**config.mk**
```make
export PLATFORM = sky130hd
export DESIGN_NAME = dmem_arbiter
export DESIGN_NICKNAME = d
export VERILOG_FILES = /design/src/rtl/dmem_pkg.sv /design/src/rtl/store_lane_gen.sv /design/src/rtl/dmem_arbiter.sv
export SDC_FILE = /design/constraint.sdc
export NUM_CORES = 1
export LEC_CHECK = 0
export BUFFER_PORTS_ARGS = -buffer_cell sky130_fd_sc_hd__buf_4
export CAP_MARGIN = 20
export CORE_ASPECT_RATIO = 1.1
export CORE_MARGIN = 5
export CORE_UTILIZATION = 45
export CTS_CLUSTER_SIZE = 12
export DETAILED_ROUTE_END_ITERATION = 8
export PLACE_DENSITY = 0.88
export SLEW_MARGIN = 20
export SYNTH_ARGS = -nofsm -noshare
export SYNTH_HDL_FRONTEND = slang
export SYNTH_SLANG_ARGS = --single-unit
```
**constraint.sdc**
```tcl
create_clock -name clk -period 3.9 [get_ports clk]
set_input_delay 0.195 -clock clk [delete_from_list [all_inputs] [get_ports clk]]
set_output_delay 0.195 -clock clk [all_outputs]
set_load 0.02 [all_outputs]
```
**src/rtl/dmem_pkg.sv**
```systemverilog
// dmem_pkg: shared definitions for the data-memory arbiter.
//   - load/store size codes
//   - FSM state encoding
//   - grant (port id) encoding
//   - misalignment helper (used only when ALIGN_CHECK_EN is defined)
package dmem_pkg;

  localparam logic [1:0] SZ_WORD = 2'b00;
  localparam logic [1:0] SZ_HALF = 2'b01;
  localparam logic [1:0] SZ_BYTE = 2'b10;

  typedef enum logic [1:0] {
    ST_IDLE  = 2'd0,
    ST_ISSUE = 2'd1,
    ST_RESP  = 2'd2
  } state_e;

  typedef enum logic {
    GNT_CPU = 1'b0,
    GNT_DMA = 1'b1
  } gnt_e;

  // Half needs addr[0]=0; word needs addr[1:0]=0; reserved size always faults.
  function automatic logic misaligned(input logic [1:0] size, input logic [1:0] addr_lo);
    logic bad;
    bad = 1'b0;
    case (size)
      SZ_WORD: bad = (addr_lo != 2'b00);
      SZ_HALF: bad = addr_lo[0];
      SZ_BYTE: bad = 1'b0;
      default: bad = 1'b1;
    endcase
    return bad;
  endfunction

endpackage

```
**src/rtl/store_lane_gen.sv**
```systemverilog
// store_lane_gen: combinational store byte-lane steering.
// Ports:
//   size_i     access size code (reserved code treated as word)
//   addr_lo_i  byte address bits [1:0]
//   wdata_i    right-aligned store data
//   be_o       byte enables for the addressed lanes
//   wdata_o    store data moved onto its lanes, unused lanes zero
module store_lane_gen
  import dmem_pkg::*;
(
  input  logic [1:0]  size_i,
  input  logic [1:0]  addr_lo_i,
  input  logic [31:0] wdata_i,
  output logic [3:0]  be_o,
  output logic [31:0] wdata_o
);

  always_comb begin
    be_o    = '1;
    wdata_o = wdata_i;
    case (size_i)
      SZ_HALF: begin
        if (addr_lo_i[1]) begin
          be_o    = 4'b1100;
          wdata_o = {wdata_i[15:0], 16'h0000};
        end else begin
          be_o    = 4'b0011;
          wdata_o = {16'h0000, wdata_i[15:0]};
        end
      end
      SZ_BYTE: begin
        be_o    = 4'b0001 << addr_lo_i;
        wdata_o = {24'h000000, wdata_i[7:0]} << {addr_lo_i, 3'b000};
      end
      default: ;
    endcase
  end

endmodule

```
**src/rtl/dmem_arbiter.sv**
```systemverilog
// dmem_arbiter: shares one single-port data-memory bus between the CPU
// M-stage port (cpu_*) and a DMA/debug port (dma_*). Each access goes
// IDLE -> ISSUE (mem_en held until mem_ready) -> RESP (one-cycle ack).
// Parameters:
//   ADDR_W      byte-address width; mem_addr carries addr[ADDR_W-1:2]
//   FIXED_PRIO  0 = round-robin on contention, 1 = CPU always wins
// Ports:
//   clk, reset                  rising-edge clock, synchronous active-high reset
//   cpu_/dma_ req,we,size,sext,addr,wdata   requester inputs (held until ack)
//   cpu_/dma_ ack,rdata,err     completion pulse, load result, misalign flag
//   mem_en,we,addr,be,wdata     registered memory request
//   mem_rdata, mem_ready        memory read word and completion
// Build option:
//   ALIGN_CHECK_EN  when defined, misaligned accesses skip the memory and
//                   complete with err=1, rdata=0; otherwise err is tied 0.
module dmem_arbiter
  import dmem_pkg::*;
#(
  parameter int unsigned ADDR_W     = 32,
  parameter bit          FIXED_PRIO = 1'b0
) (
  input  logic              clk,
  input  logic              reset,
  input  logic              cpu_req,
  input  logic              cpu_we,
  input  logic [1:0]        cpu_size,
  input  logic              cpu_sext,
  input  logic [ADDR_W-1:0] cpu_addr,
  input  logic [31:0]       cpu_wdata,
  output logic              cpu_ack,
  output logic [31:0]       cpu_rdata,
  output logic              cpu_err,
  input  logic              dma_req,
  input  logic              dma_we,
  input  logic [1:0]        dma_size,
  input  logic              dma_sext,
  input  logic [ADDR_W-1:0] dma_addr,
  input  logic [31:0]       dma_wdata,
  output logic              dma_ack,
  output logic [31:0]       dma_rdata,
  output logic              dma_err,
  output logic              mem_en,
  output logic              mem_we,
  output logic [ADDR_W-3:0] mem_addr,
  output logic [3:0]        mem_be,
  output logic [31:0]       mem_wdata,
  input  logic [31:0]       mem_rdata,
  input  logic              mem_ready
);

  state_e state_q, state_d;
  gnt_e   gnt_q, gnt_d, last_q;

  logic [1:0]        size_q;
  logic              sext_q;
  logic [1:0]        addr_lo_q;
  logic              err_q;
  logic [31:0]       rdata_q;
  logic              mem_we_q;
  logic [ADDR_W-3:0] mem_addr_q;
  logic [3:0]        mem_be_q;
  logic [31:0]       mem_wdata_q;

  logic              any_req;
  logic              sel_we;
  logic [1:0]        sel_size;
  logic              sel_sext;
  logic [ADDR_W-1:0] sel_addr;
  logic [31:0]       sel_wdata;
  logic              sel_err;
  logic [3:0]        lane_be;
  logic [31:0]       lane_wdata;
  logic [31:0]       load_data;
  logic              resp_cpu, resp_dma;

  assign any_req = cpu_req | dma_req;

  // Arbitration; the result is only consumed in IDLE.
  always_comb begin
    gnt_d = GNT_CPU;
    if (cpu_req && dma_req) begin
      gnt_d = (FIXED_PRIO || (last_q == GNT_DMA)) ? GNT_CPU : GNT_DMA;
    end else if (dma_req) begin
      gnt_d = GNT_DMA;
    end
  end

  always_comb begin
    if (gnt_d == GNT_DMA) begin
      sel_we    = dma_we;
      sel_size  = dma_size;
      sel_sext  = dma_sext;
      sel_addr  = dma_addr;
      sel_wdata = dma_wdata;
    end else begin
      sel_we    = cpu_we;
      sel_size  = cpu_size;
      sel_sext  = cpu_sext;
      sel_addr  = cpu_addr;
      sel_wdata = cpu_wdata;
    end
  end

`ifdef ALIGN_CHECK_EN
  assign sel_err = misaligned(sel_size, sel_addr[1:0]);
`else
  assign sel_err = 1'b0;
`endif

  store_lane_gen u_lane (
    .size_i    (sel_size),
    .addr_lo_i (sel_addr[1:0]),
    .wdata_i   (sel_wdata),
    .be_o      (lane_be),
    .wdata_o   (lane_wdata)
  );

  // Load extraction on the live memory word, using the latched access shape.
  always_comb begin
    logic [15:0] half;
    logic [7:0]  byte_v;
    half      = addr_lo_q[1] ? mem_rdata[31:16] : mem_rdata[15:0];
    byte_v    = 8'(mem_rdata >> {addr_lo_q, 3'b000});
    load_data = mem_rdata;
    case (size_q)
      SZ_HALF: load_data = {{16{sext_q & half[15]}}, half};
      SZ_BYTE: load_data = {{24{sext_q & byte_v[7]}}, byte_v};
      default: ;
    endcase
  end

  // FSM: state register
  always_ff @(posedge clk) begin
    if (reset) state_q <= ST_IDLE;
    else       state_q <= state_d;
  end

  // FSM: next state
  always_comb begin
    state_d = state_q;
    case (state_q)
      ST_IDLE:  if (any_req)   state_d = sel_err ? ST_RESP : ST_ISSUE;
      ST_ISSUE: if (mem_ready) state_d = ST_RESP;
      ST_RESP:                 state_d = ST_IDLE;
      default:                 state_d = ST_IDLE;
    endcase
  end

  // Access datapath: fields latched at grant, read data captured on mem_ready.
  always_ff @(posedge clk) begin
    if (reset) begin
      gnt_q       <= GNT_CPU;
      last_q      <= GNT_DMA;
      size_q      <= '0;
      sext_q      <= 1'b0;
      addr_lo_q   <= '0;
      err_q       <= 1'b0;
      rdata_q     <= '0;
      mem_we_q    <= 1'b0;
      mem_addr_q  <= '0;
      mem_be_q    <= '0;
      mem_wdata_q <= '0;
    end else begin
      if (state_q == ST_IDLE && any_req) begin
        gnt_q       <= gnt_d;
        last_q      <= gnt_d;
        size_q      <= sel_size;
        sext_q      <= sel_sext;
        addr_lo_q   <= sel_addr[1:0];
        err_q       <= sel_err;
        rdata_q     <= '0;
        mem_we_q    <= sel_we;
        mem_addr_q  <= sel_addr[ADDR_W-1:2];
        mem_be_q    <= sel_we ? lane_be : '1;
        mem_wdata_q <= sel_we ? lane_wdata : '0;
      end
      if (state_q == ST_ISSUE && mem_ready) begin
        rdata_q <= load_data;
      end
    end
  end

  // FSM: outputs
  always_comb begin
    resp_cpu  = (state_q == ST_RESP) && (gnt_q == GNT_CPU);
    resp_dma  = (state_q == ST_RESP) && (gnt_q == GNT_DMA);
    mem_en    = (state_q == ST_ISSUE);
    mem_we    = mem_we_q;
    mem_addr  = mem_addr_q;
    mem_be    = mem_be_q;
    mem_wdata = mem_wdata_q;
    cpu_ack   = resp_cpu;
    dma_ack   = resp_dma;
    cpu_err   = resp_cpu & err_q;
    dma_err   = resp_dma & err_q;
    cpu_rdata = resp_cpu ? rdata_q : '0;
    dma_rdata = resp_dma ? rdata_q : '0;
  end

endmodule
```
Yosys cells after proc, flatten, opt, wreduce, memory -nomap -nowiden
Index checks and enable logic that the tools add are counted.

storage, ports and cells
  memory bits (read-only) = 0
  latch bits = 0
  word-level logic and storage cells = 57
  input bits = 173
  output and inout port bits = 136
  memory bits (writable) = 0
  register bits after elaboration = 108
  memories kept = 0

operators by class
  multiply operators = 0
  $add $sub $neg = 0
  bitwise operators = 4
  eq/ne operators = 8
  magnitude comparators = 0
  divide/modulo/power cells = 0
  reductions and logical operators = 8
  shifts and indexed selects = 3
  multiplexer cells = 23

operators by type and width
  operator                                                number
  two-way mux 32 bit                                      8
  one-hot mux 32 bit (2 select lines)                     2
  << shifter 8 x 5 -> 32 bit                              1
  >> shifter 32 x 5 -> 8 bit                              1
  two-way mux 16 bit                                      1
  two-way mux 4 bit                                       2
  one-hot mux 4 bit (2 select lines)                      1
  equality test 2 x 1 -> 1 bit (second input constant)    3
  equality test 2 bit (second input constant)             3
  two-way mux 2 bit                                       3
  logical AND 1 bit                                       5
  two-way mux 1 bit                                       5
  one-hot mux 2 bit (2 select lines)                      1
  << shifter 1 x 2 -> 4 bit (first input constant)        1
  bitwise AND 1 bit                                       2
  zero test 2 bit                                         1
  inequality test 2 x 1 -> 1 bit (second input constant)  1
  inequality test 2 bit (second input constant)           1
  AND reduction 2 bit                                     1
  nonzero test 2 bit                                      1
  NOT 1 bit                                               1
  bitwise OR 1 bit                                        1

Depth between registers and ports, before layout
  depth in word-level cells = 6
  depth in mapped cells = 13
  depth with buffers taken out = 8

By module
Synthesis repeated with hierarchy kept, for this count alone.

second synthesis, totals
  cells, all modules = 637
  area total of the unflattened synthesis = 5871.9 um^2

modules (own cells, without submodules)
  module          sequential area each (um^2)  cells an instance  instances  area an instance (um^2)
  dmem_arbiter    2162.1                       557                1          5353.9
  store_lane_gen  0.0                          80                 1          518.0

Worst setup path before layout
Ideal clock, no wire load.

  kind = reg-to-reg
  start = register last_q
  end = register mem_wdata_q[30] (netlist: mem_wdata[30])
  arrival time = 2572 ps
  stages on the path, launching flop included = 13
  slack = 1190 ps
  data required time = 3761 ps
  period minus slack after synthesis = 2710 ps
  library setup time = 139 ps
  buffers on the path = 4
  path through = dfxtp_1 a21boi_2 buf_6 buf_12 buf_8 mux2i_1 inv_1 ha_1 clkbuf_1 and3_1 mux4_2 a221oi_1 a211oi_1

between the ends
  word-level cells in the longest chain between the ends = 6
  elaborated cells on any way between the ends = 12
  those cells by class = eq/ne: 2; shift: 1; mux: 9

RTL lines
  element                                                                     line                  RTL
  start: declaration                                                          dmem_arbiter.sv:52    gnt_e gnt_q, gnt_d, last_q;
  start signal: assignment                                                    dmem_arbiter.sv:166   last_q <= gnt_d;
  two-way mux 1 bit *                                                         dmem_arbiter.sv:82    gnt_d = (FIXED_PRIO || (last_q == GNT_DMA)) ? GNT_CPU : GNT_DMA;
  two-way mux 1 bit *                                                         dmem_arbiter.sv:81    if (cpu_req && dma_req) begin
  two-way mux 2 bit *                                                         dmem_arbiter.sv:89    if (gnt_d == GNT_DMA) begin
  net sel_size[0]                                                             dmem_arbiter.sv:66    logic [1:0] sel_size;
  equality test 2 bit / equality test 2 x 1 -> 1 bit (equally long branches)  store_lane_gen.sv:21  case (size_i)
  one-hot mux 32 bit (2 select lines) *                                       store_lane_gen.sv:21
  two-way mux 32 bit *                                                        dmem_arbiter.sv:175   mem_wdata_q <= sel_we ? lane_wdata : '0;
  end signal: assignment                                                      dmem_arbiter.sv:175
  end: declaration                                                            dmem_arbiter.sv:62    logic [31:0] mem_wdata_q;

The timed path passes the listed nets; every way through them passes the cells marked *.
A chain may end at the register's enable or synchronous reset.

Worst setup path in the final report
  start = register last_q
  end = register mem_wdata_q[28] (netlist: mem_wdata[28])

between the ends
  word-level cells in the longest chain between the ends = 6
  elaborated cells on any way between the ends = 12
  those cells by class = eq/ne: 2; shift: 1; mux: 9

RTL lines
  element                                                         line                  RTL
  two-way mux 1 bit *                                             dmem_arbiter.sv:82
  two-way mux 1 bit *                                             dmem_arbiter.sv:81
  two-way mux 32 bit / two-way mux 2 bit (equally long branches)  dmem_arbiter.sv:89
  << shifter 8 x 5 -> 32 bit (tied with other cells)              store_lane_gen.sv:33  wdata_o = {24'h000000, wdata_i[7:0]} << {addr_lo_i, 3'b000};
  one-hot mux 32 bit (2 select lines)                             store_lane_gen.sv:21
  two-way mux 32 bit *                                            dmem_arbiter.sv:175

Every way passes the cells marked *; elsewhere a longest branch is shown, timed or not.

==> flow_summary.toml <==
[layout]
synthToLayoutAreaGrowth_pct = 37.7
diodes = 0
drive_above_1_share = 0.395
fillCellCount = 1239
register_area_mm2 = 0.00216
fin_util = 0.637
layout.nets = 1173
fin_area_mm2 = 0.00927
multi_input_area_mm2 = 0.00417

[clock_network]
ctsHtreeMaxLevel = 3
cts_resized = 0
cts_tree = "built"
root_buffer = "clkbuf_16"
clk-insertion-delay-late_ns = 0.35
cts_hold_buf = 0
cts_buffer_depth = 2
cts_setup_buffers = 0
clkTransAtPathRegs_ns = 0.07
numCtsBuffers = 9
cts_sinks = 108

[timing]
slew_headroom = 0.292
fmax_mhz = 345
worst_slew_pin_slew_ns = 1.06
period_needed_ns = 2.90
finalCritPeriodShare = 0.743
fin_skew_ns = 0.00879
final_hold_viol_count = 0
setup_violations = 0
drv_slew = 0
tns_ns = 0
rsz0062_at_grt = "false"
fin_ws_ns = 1.00

[placement]
place_congestion = 0.916
preCtsSetupSlack_ns = 0.977
dp_hpwl_um = 17700
portBuffers = 306
place_area_mm2 = 0.00899

[pwr]
finalPower_mw = 3.12
ir_drop_mv = 0.209
powerDensity_mw_per_mm2 = 337
cellLeakagePower_nw = 4.00

[setup_path]
worstPathCellList = "a21boi_4 -> buf_4 -> buf_4 -> mux4_2 -> a221oi_1 -> a211oi_1"
path_buf_inv = 2
cpMostUsedCell = "buf_4"
arrival_ns = 3.08
cpMaxStageDelayCell = "buf_4"
worst-path-stages = 6
worst_setup_path_start_kind = "register"
path_delay_family = "buffers and inverters"
cp_max_fo = 51
required_ns = 4.08
endpoint_kind = "register"
max_stage_delay_ns = 0.75
critPathKind = "register to register"
rr_worst_depth = 6

[synth]
ys_top_cells_by_count = "dfxtp_1 (108), and2_1 (64), mux2i_1 (53)"
synth_cells = 739
synthFlopType = "dfxtp_1"
ys_top_cells_by_area = "dfxtp_1 (32%), mux2i_1 (7.9%), and2_1 (5.9%)"
ys_ff_latch = 108
netlist_area_mm2 = 0.00673
synth.top_cell.area_share = 0.321
yosysWarningCount = 0
ys_seq_area_frac = 0.321
yosysTopAreaCell = "dfxtp_1"
yosysUniqueCellTypes = 54
syn_area_per_cell_um2 = 9.11
yosysMostFrequentCell = "dfxtp_1"
synth_edf_count = 0
async_reset_ff_frac = 0

[job]
max_cap_violations = 0

[floorplanning]
chipHeight_um = 138
die_width_um = 127
fp-row-count = 46
ios = 309
initial_core_util = 0.462
die_area_mm2 = 0.0175
coreArea_mm2 = 0.0146

[hold_path]
worstHoldPathType = "primary input to register"
holdPathStages = 4

[grt]
grt_pass1_wl_um = 35800
antenna_found_initial = 0
grt_pass1_vias = 6622
gr-usage-all-layers = 0.252
grt_max_degree = 94
gr-total-overflow = 0

[detailed_routing]
post_drt_wl_per_cell_um = 19.6
drc = 0
vias = 6858
finalWirelength_um = 23400
drtIter0Drc = 622
dr.pass1.iters = 6
viasPerCell = 5.75
drtAntennaViolNets = 0

[run_status]
status = "finished, final reports clean"
worst min-delay path, delay by kind of cell:
family	cells	cell delay [ns]
buffers and inverters	2	0.13
AO/OA/AOI/OAI	1	0.05
AND/OR/NAND/NOR	1	0.05
area by class of cell:
cell class                      instances  area share
Timing Repair Buffer                  319       0.258
Clock inverter                          4     0.00364
Multi-Input combinational cell        550       0.449
Inverter                                8     0.00324
Clock buffer                           11      0.0262
Sequential cell                       108       0.233
Tap cell                              192      0.0259
report_power, final:
part	internal, mW	switching (mW)	leakage, nW	total, mW
Combinational	0.443	0.548	2.98	0.991
Sequential	1.18	0.0667	0.884	1.25
Clock	0.453	0.426	0.132	0.879
Total	2.08	1.04	4.00	3.12
worst paths after layout:
| check | start | end | slack (ns) |
|---|---|---|---|
| max | last_q | mem_wdata[28] | 1.00 |
| max reg2reg | last_q | mem_wdata[28] | 1.00 |
| min | mem_ready | state_q[0] | 0.13 |
| min reg2reg | rdata_q[7] | rdata_q[7] | 0.47 |
logic make-up after synthesis:
logic type,share of synthesized area
AO/OA/AOI/OAI,0.235
adder cells (fa/ha/maj),0.00744
buffers and inverters,0.0662
flip-flops,0.321
multiplexers,0.157
other,0.000557
AND/OR/NAND/NOR,0.213
registers in the layout, indices dropped and copies added (netlist names):
register   cells
sext_q         1
mem_wdata     32
gnt_q          1
addr_lo_q      2
mem_we         1
size_q         2
mem_be         4
last_q         1
state_q        2
mem_addr      30
rdata_q       32
stage by stage:
stage / cells / hold slack (ns)
floorplan: 740 / 0.370
global placement: 1177 / 0.452
detailed placement: 1177 / 0.462
CTS: 1192 / 0.121
global route: 1192 / 0.133
finish: 1192 / 0.134
layout by cell type (no fill, tap or decap), drive strengths merged, types with 3 or more instances in the layout:
cell,instances
nand2b,45
dfxtp,108
a221oi,24
nor2,45
buf,319
o31ai,7
nand2,36
o211ai,8
nor3,11
nand3b,11
clkinv,3
mux2,25
mux2i,57
and2,64
and3,16
mux4,8
nor2b,24
a311oi,7
inv,8
a32o,8
a22o,16
o41ai,8
a21oi,26
ha,4
a211oi,45
a22oi,17
o21ai,19
clkbuf,11
layer usage:
layer	routed length [µm]	part of all wire	GRT usage
met1	8510	0.36	0.293
met5	0	0	0
met3	2360	0.10	0.0682
met2	11700	0.50	0.438
met4	755	0.032	0.0994
No activity file was read; power rests on OpenSTA's default activity.
